`src/rtl/mac_requant.sv`:
```
// mac_requant: bias add, Q31 scale, rounding shift, zero point and clamp
// to int8 activations; 4-stage valid/ready pipeline with saturation counter.
module mac_requant #(
  parameter int ACC_WIDTH  = 16,
  parameter int BIAS_WIDTH = 32,
  parameter int OUT_WIDTH  = 8,
  parameter int CNT_WIDTH  = 16
) (
  input  logic                        clk,
  input  logic                        rst,
  input  logic signed [ACC_WIDTH-1:0]  acc_i,
  input  logic                        valid_in,
  output logic                        ready_out,
  input  logic signed [BIAS_WIDTH-1:0] bias_i,
  input  logic signed [31:0]           quant_mult_i,
  input  logic [4:0]                   quant_shift_i,
  input  logic signed [OUT_WIDTH-1:0]  out_zp_i,
  input  logic signed [OUT_WIDTH-1:0]  act_min_i,
  input  logic signed [OUT_WIDTH-1:0]  act_max_i,
  output logic signed [OUT_WIDTH-1:0]  data_out,
  output logic                        valid_out,
  input  logic                        ready_in,
  output logic [CNT_WIDTH-1:0]         sat_count
);

  localparam int SW = BIAS_WIDTH + 1;
  localparam int PW = SW + 32;
  localparam int RW = PW + 1;

  logic stall;
  logic adv;

  assign stall     = valid_out && !ready_in;
  assign adv       = !stall;
  assign ready_out = adv;

  logic                        v1, v2, v3;
  logic signed [SW-1:0]        s1_sum;
  logic signed [31:0]          s1_mult;
  logic [4:0]                  s1_shift, s2_shift;
  logic signed [OUT_WIDTH-1:0] s1_zp, s2_zp, s3_zp;
  logic signed [OUT_WIDTH-1:0] s1_lo, s2_lo, s3_lo;
  logic signed [OUT_WIDTH-1:0] s1_hi, s2_hi, s3_hi;
  logic signed [PW-1:0]        s2_prod;
  logic signed [RW-1:0]        s3_r;

  logic signed [SW-1:0]        sum_in;
  logic [5:0]                  n;
  logic [RW-1:0]               half;
  logic signed [RW-1:0]        biased;
  logic signed [RW-1:0]        r_next;
  logic signed [RW-1:0]        v;
  logic                        below;
  logic                        above;
  logic                        sat;
  logic signed [OUT_WIDTH-1:0] clamped;

  assign sum_in = SW'(acc_i) + SW'(bias_i);

  // Round half toward +inf: add 2^(n-1) before the arithmetic shift.
  always_comb begin
    n      = 6'd31 + {1'b0, s2_shift};
    half   = RW'(1) << (n - 6'd1);
    biased = RW'(s2_prod) + $signed(half);
    r_next = biased >>> n;
  end

  // The max bound is applied last, so an inverted range yields act_max.
  always_comb begin
    v       = s3_r + RW'(s3_zp);
    below   = v < RW'(s3_lo);
    above   = v > RW'(s3_hi);
    sat     = below || above;
    clamped = v[OUT_WIDTH-1:0];
    if (below)
      clamped = s3_lo;
    if (above || (below && (s3_lo > s3_hi)))
      clamped = s3_hi;
  end

  always_ff @(posedge clk) begin
    if (adv) begin
      s1_sum   <= sum_in;
      s1_mult  <= quant_mult_i;
      s1_shift <= quant_shift_i;
      s1_zp    <= out_zp_i;
      s1_lo    <= act_min_i;
      s1_hi    <= act_max_i;
      s2_prod  <= PW'(s1_sum) * PW'(s1_mult);
      s2_shift <= s1_shift;
      s2_zp    <= s1_zp;
      s2_lo    <= s1_lo;
      s2_hi    <= s1_hi;
      s3_r     <= r_next;
      s3_zp    <= s2_zp;
      s3_lo    <= s2_lo;
      s3_hi    <= s2_hi;
    end
  end

  always_ff @(posedge clk) begin
    if (rst) begin
      v1        <= 1'b0;
      v2        <= 1'b0;
      v3        <= 1'b0;
      valid_out <= 1'b0;
      data_out  <= '0;
      sat_count <= '0;
    end else if (adv) begin
      v1        <= valid_in;
      v2        <= v1;
      v3        <= v2;
      valid_out <= v3;
      if (v3) begin
        data_out <= clamped;
        if (sat && (sat_count != '1))
          sat_count <= sat_count + CNT_WIDTH'(1);
      end
    end
  end

endmodule
```
`config.mk`:
```
export PLATFORM = sky130hd
export DESIGN_NAME = mac_requant
export DESIGN_NICKNAME = d
export VERILOG_FILES = /design/src/rtl/mac_requant.sv
export SDC_FILE = /design/constraint.sdc
export NUM_CORES = 2
export LEC_CHECK = 0
export ABC_CLOCK_PERIOD_IN_PS = 29100
export CAP_MARGIN = 25
export CORE_MARGIN = 1
export CORE_UTILIZATION = 55
export DETAILED_ROUTE_END_ITERATION = 12
export PLACE_DENSITY = 0.79
export SETUP_SLACK_MARGIN = 0.4
export SYNTH_ARGS = -nofsm -noshare
export SYNTH_HDL_FRONTEND = slang
export SYNTH_SLANG_ARGS = --single-unit
```
`constraint.sdc`:
```
create_clock -name clk -period 29.1 [get_ports clk]
set_input_delay 5.82 -clock clk [delete_from_list [all_inputs] [get_ports clk]]
set_output_delay 5.82 -clock clk [all_outputs]
set_load 0.02 [all_outputs]
```
* Word-level counts from Yosys, hierarchy flattened
Index checks and enable logic that the tools add are counted.
** Cells by class
- Add/subtract/negate cells :: 6
- Multiply operators :: 1
- Magnitude comparators :: 3
- Equality and inequality tests :: 1
- Shift operators :: 2
- Muxes and demuxes :: 2
- Bitwise operators :: 1
- Reduce and logical (&&, ||, !) cells :: 9
** Operators by type and width (number)
- adder 65 x 66 -> 66 bit :: 1
- adder 66 x 8 -> 66 bit :: 1
- greater-than comparator 66 x 8 -> 1 bit :: 1
- < comparator 66 x 8 -> 1 bit :: 1
- << shifter 1 x 6 -> 66 bit, first input constant :: 1
- >>> shifter 66 x 6 -> 66 bit :: 1
- multiplier 33 x 32 -> 65 bit :: 1
- adder 16 x 32 -> 33 bit :: 1
- adder 16 x 1 -> 16 bit, second input constant :: 1
- 2-to-1 mux 8 bit :: 2
- inequality test 16 bit, second input constant :: 1
- greater-than comparator 8 bit :: 1
- adder 5 x 5 -> 6 bit, first input constant :: 1
- subtractor 6 x 1 -> 6 bit, second input constant :: 1
- logical AND 1 bit :: 3
- AND reduction 3 bit :: 1
- logical NOT 1 bit :: 2
- logical OR 1 bit :: 2
- AND reduction 2 bit :: 1
- NOT 1 bit :: 1
** Storage, ports and cells
- Register bits after elaboration :: 306
- Input port bits :: 113
- Logic and storage cells :: 46

* Longest topological paths before layout
- Depth in word-level cells :: 5
- Gate-level depth with buffers :: 32
- Mapped depth without buffers :: 30

* Worst setup path after synthesis
No wires, ideal clock.
- Path kind :: input -> output
- Start point :: in ready_in
- End point :: out ready_out
- Arrival :: 13.768 ns
- Data required time :: 23.280 ns
- Slack :: 9.512 ns
- Stages :: 2
- Buffers on the path :: 1
- Cell sequence :: nand2b_1 -> clkbuf_1
** On the way
- Longest elaborated chain between the ends :: 3
** Ends and longest elaborated chain
- start: declaration :: line 22 : input logic ready_in,
- logical NOT 1 bit :: line 33 : assign stall = valid_out && !ready_in;
- logical AND 1 bit :: line 33
- logical NOT 1 bit :: line 34 : assign adv = !stall;
- end: declaration :: line 13 : output logic ready_out,
Every way passes these cells.

* Worst setup path after layout
Ends and elaborated chain as after synthesis.

==> results.json <==
{
  "antenna_found_initial": 4,
  "synthCells": 6947,
  "routed_via_density": 5.945,
  "fin_crit_sh": 0.4515,
  "htree_levels": 2,
  "worstReg2RegEnd": "s3_r[1]",
  "yosysWarnings": 0,
  "insertion_delay_ps": 650,
  "postCtsSetupBuffers": 0,
  "start_util": 0.5575,
  "die_y_um": 343.1,
  "core_area_um2": 114800,
  "grt_pass1_vias": 53270,
  "synth_top_family_by_area": "adder cells",
  "synth_largest_area_cell": "fa_1",
  "tns_ps": 0,
  "grtUsageMet1": 0.3785,
  "timing_worst_setup_path_type": "input pin to output pin",
  "gp_congestion": 1.012,
  "synth_mux_area_frac": 0.02307,
  "cts_hold_buf": 0,
  "fin_skew_ps": 59.22,
  "synthArstFlopShare": 0,
  "cts_sinks": 306,
  "synth_commonest_cells": "fa_1, inv_1, nand2_1",
  "first_pass_iters": 8,
  "setup_viol": 0,
  "dieArea_um2": 117700,
  "grt-busiest-layer": "met2",
  "antenna_left": 0,
  "hold_viol": 0,
  "r2r_cells": 25,
  "cp-start-kind": "input pin",
  "synth_xor_xnor_area_share": 0.03008,
  "seq_area_frac_synth": 0.1392,
  "worst_pin_slew_ps": 1106,
  "synth-compound-area-share": 0.1166,
  "grt_pass1_wl_um": 279700,
  "grt_start_max_net_pins": 171,
  "synth_seq_cells": 306,
  "area_growth_pct": 6.543,
  "num_vias": 50180,
  "worstPathArrival_ps": 7320,
  "slew_violations": 0,
  "synth_area_leaders": "fa_1, edfxtp_1, ha_1",
  "synth.distinct_cells": 100,
  "cts_max_path_buffers": 3,
  "final_nets": 8617,
  "dpl.hpwl_um": 136600,
  "critPathRequiredTime_ps": 23280,
  "gr-total-overflow": 0,
  "hp-class": "register to register",
  "drive_above_1_share": 0.03898,
  "synth_area_per_cell_um2": 9.214,
  "run_status": "complete, no violations",
  "drv_cap": 0,
  "synth_edf_count": 278,
  "wl_um": 171800,
  "die_w_um": 343.1,
  "syn_area_um2": 64010,
  "drc": 0,
  "drt_iter0_drc": 3780,
  "r2r_slack_ps": 19440,
  "wl_per_cell_um": 20.35,
  "end_kind": "output pin",
  "rsz0062_at_grt": "no",
  "crit_end": "ready_out",
  "path_clk_slew_ps": 60,
  "r2r_start": "s2_shift[0]",
  "setup.worst_path.start": "ready_in",
  "yosys.area_share.simple": 0.1648,
  "synth_adder_area_share": 0.4453,
  "rows": 124,
  "numPortBuffers": 138,
  "cts_tree": "done",
  "synth_top_area_share": 0.3487,
  "cts_buffers": 42,
  "yosysMostFrequentCell": "fa_1",
  "use_met3": 0.04416,
  "fmax_mhz": 76.10,
  "grt_use_total": 0.2995,
  "cts_root_buf": "clkbuf_16",
  "maxSlewHeadroom": 0.2436,
  "cp_max_fo": 18,
  "layout_min_cycle_time_ps": 13140,
  "cts_resized": 0,
  "ios": 139,
  "use_met2": 0.5130,
  "nFillCells": 9653,
  "synthFlopType": "edfxtp_1"
}
final cells by class:
class                           count  area, um^2  area share
Multi-Input combinational cell   5287       50040      0.7338
Sequential cell                   306        8909      0.1306
Inverter                         1032        3874     0.05680
Timing Repair Buffer              226        2051     0.03007
Tap cell                         1512        1892     0.02774
Clock buffer                       45        1062     0.01558
Clock inverter                     31       361.6    0.005302
Antenna cell                        1       2.502  0.00003669
critical path, stage by stage:
cell	delay (ps)
clkdlybuf4s50_1	460
nand2b_4	350
clkdlybuf4s50_1	680
per-layer routing:
metal	share of wire	vias to the layer above
met5	0	-
met4	0.042	0
met3	0.073	435
met2	0.49	2158
met1	0.39	25090
li1	-	22500
stage by stage:
step / setup WS (ps) / cells / util / instance area, um^2 / hold slack, ps
after floorplan: 9512 / 6962 / - / 64060 / 400.3
after global placement: 15940 / 8362 / 0.5815 / 66770 / 400.4
after detailed placement: 15940 / 8363 / 0.5816 / 66770 / 404.5
after CTS: 15930 / 8439 / 0.5940 / 68190 / 402.5
after global routing: 15910 / 8439 / 0.5940 / 68190 / 411.8
final: 15960 / 8440 / 0.5940 / 68200 / 414.2
worst min path at each step:
stage	start	end	slack, ps	cells after the start
2_1_floorplan	s1_hi[0]	s2_hi[0]	400	0
3_3_place_gp	s1_hi[1]	s2_hi[1]	400	0
3_5_place_dp	s1_shift[3]	s2_shift[3]	400	0
4_1_cts	s1_shift[1]	s2_shift[1]	400	0
5_1_grt	s1_shift[1]	s2_shift[1]	410	0
6_report	s1_shift[1]	s2_shift[1]	410	0
kinds of logic after synthesis:
group                    Yosys count
AND/OR/NAND/NOR                 2155
flip-flops                       306
buffers and inverters           1369
other                              2
XOR/XNOR                         219
AO/OA/AOI/OAI                   1155
multiplexers                     132
adder cells (fa/ha/maj)         1609
cell usage in the layout (no fill, tap or decap), types with 53 or more instances in the layout:
cell / synthesis / final
o21ai_0: 199 / 199
nor3_1: 75 / 75
fa_1: 1115 / 1115
nand3_1: 91 / 91
a21oi_1: 332 / 332
nand4_1: 78 / 78
edfxtp_1: 278 / 278
inv_1: 1030 / 1026
nand2_1: 770 / 770
xnor2_1: 148 / 145
a21o_1: 171 / 171
mux2i_1: 71 / 71
buf_4: 0 / 86
clkdlybuf4s50_1: 0 / 138
ha_1: 494 / 493
nor2b_1: 64 / 64
a211oi_1: 64 / 64
mux2_2: 53 / 53
and2_1: 550 / 550
nor2_1: 351 / 350
xor2_1: 70 / 68
registers in the layout (all words and copies together) (netlist names):
register / count
data_out: 8
s1_hi: 8
s1_lo: 8
s1_mult: 32
s1_shift: 5
s1_sum: 33
s1_zp: 8
s2_hi: 8
s2_lo: 8
s2_prod: 65
s2_shift: 5
s2_zp: 8
s3_hi: 8
s3_lo: 8
s3_r: 66
s3_zp: 8
sat_count: 16
v1: 1
v2: 1
v3: 1
valid_out: 1
Power is not shown: default switching activity piles up to over one toggle a cycle in this logic, so the estimate is an artifact.
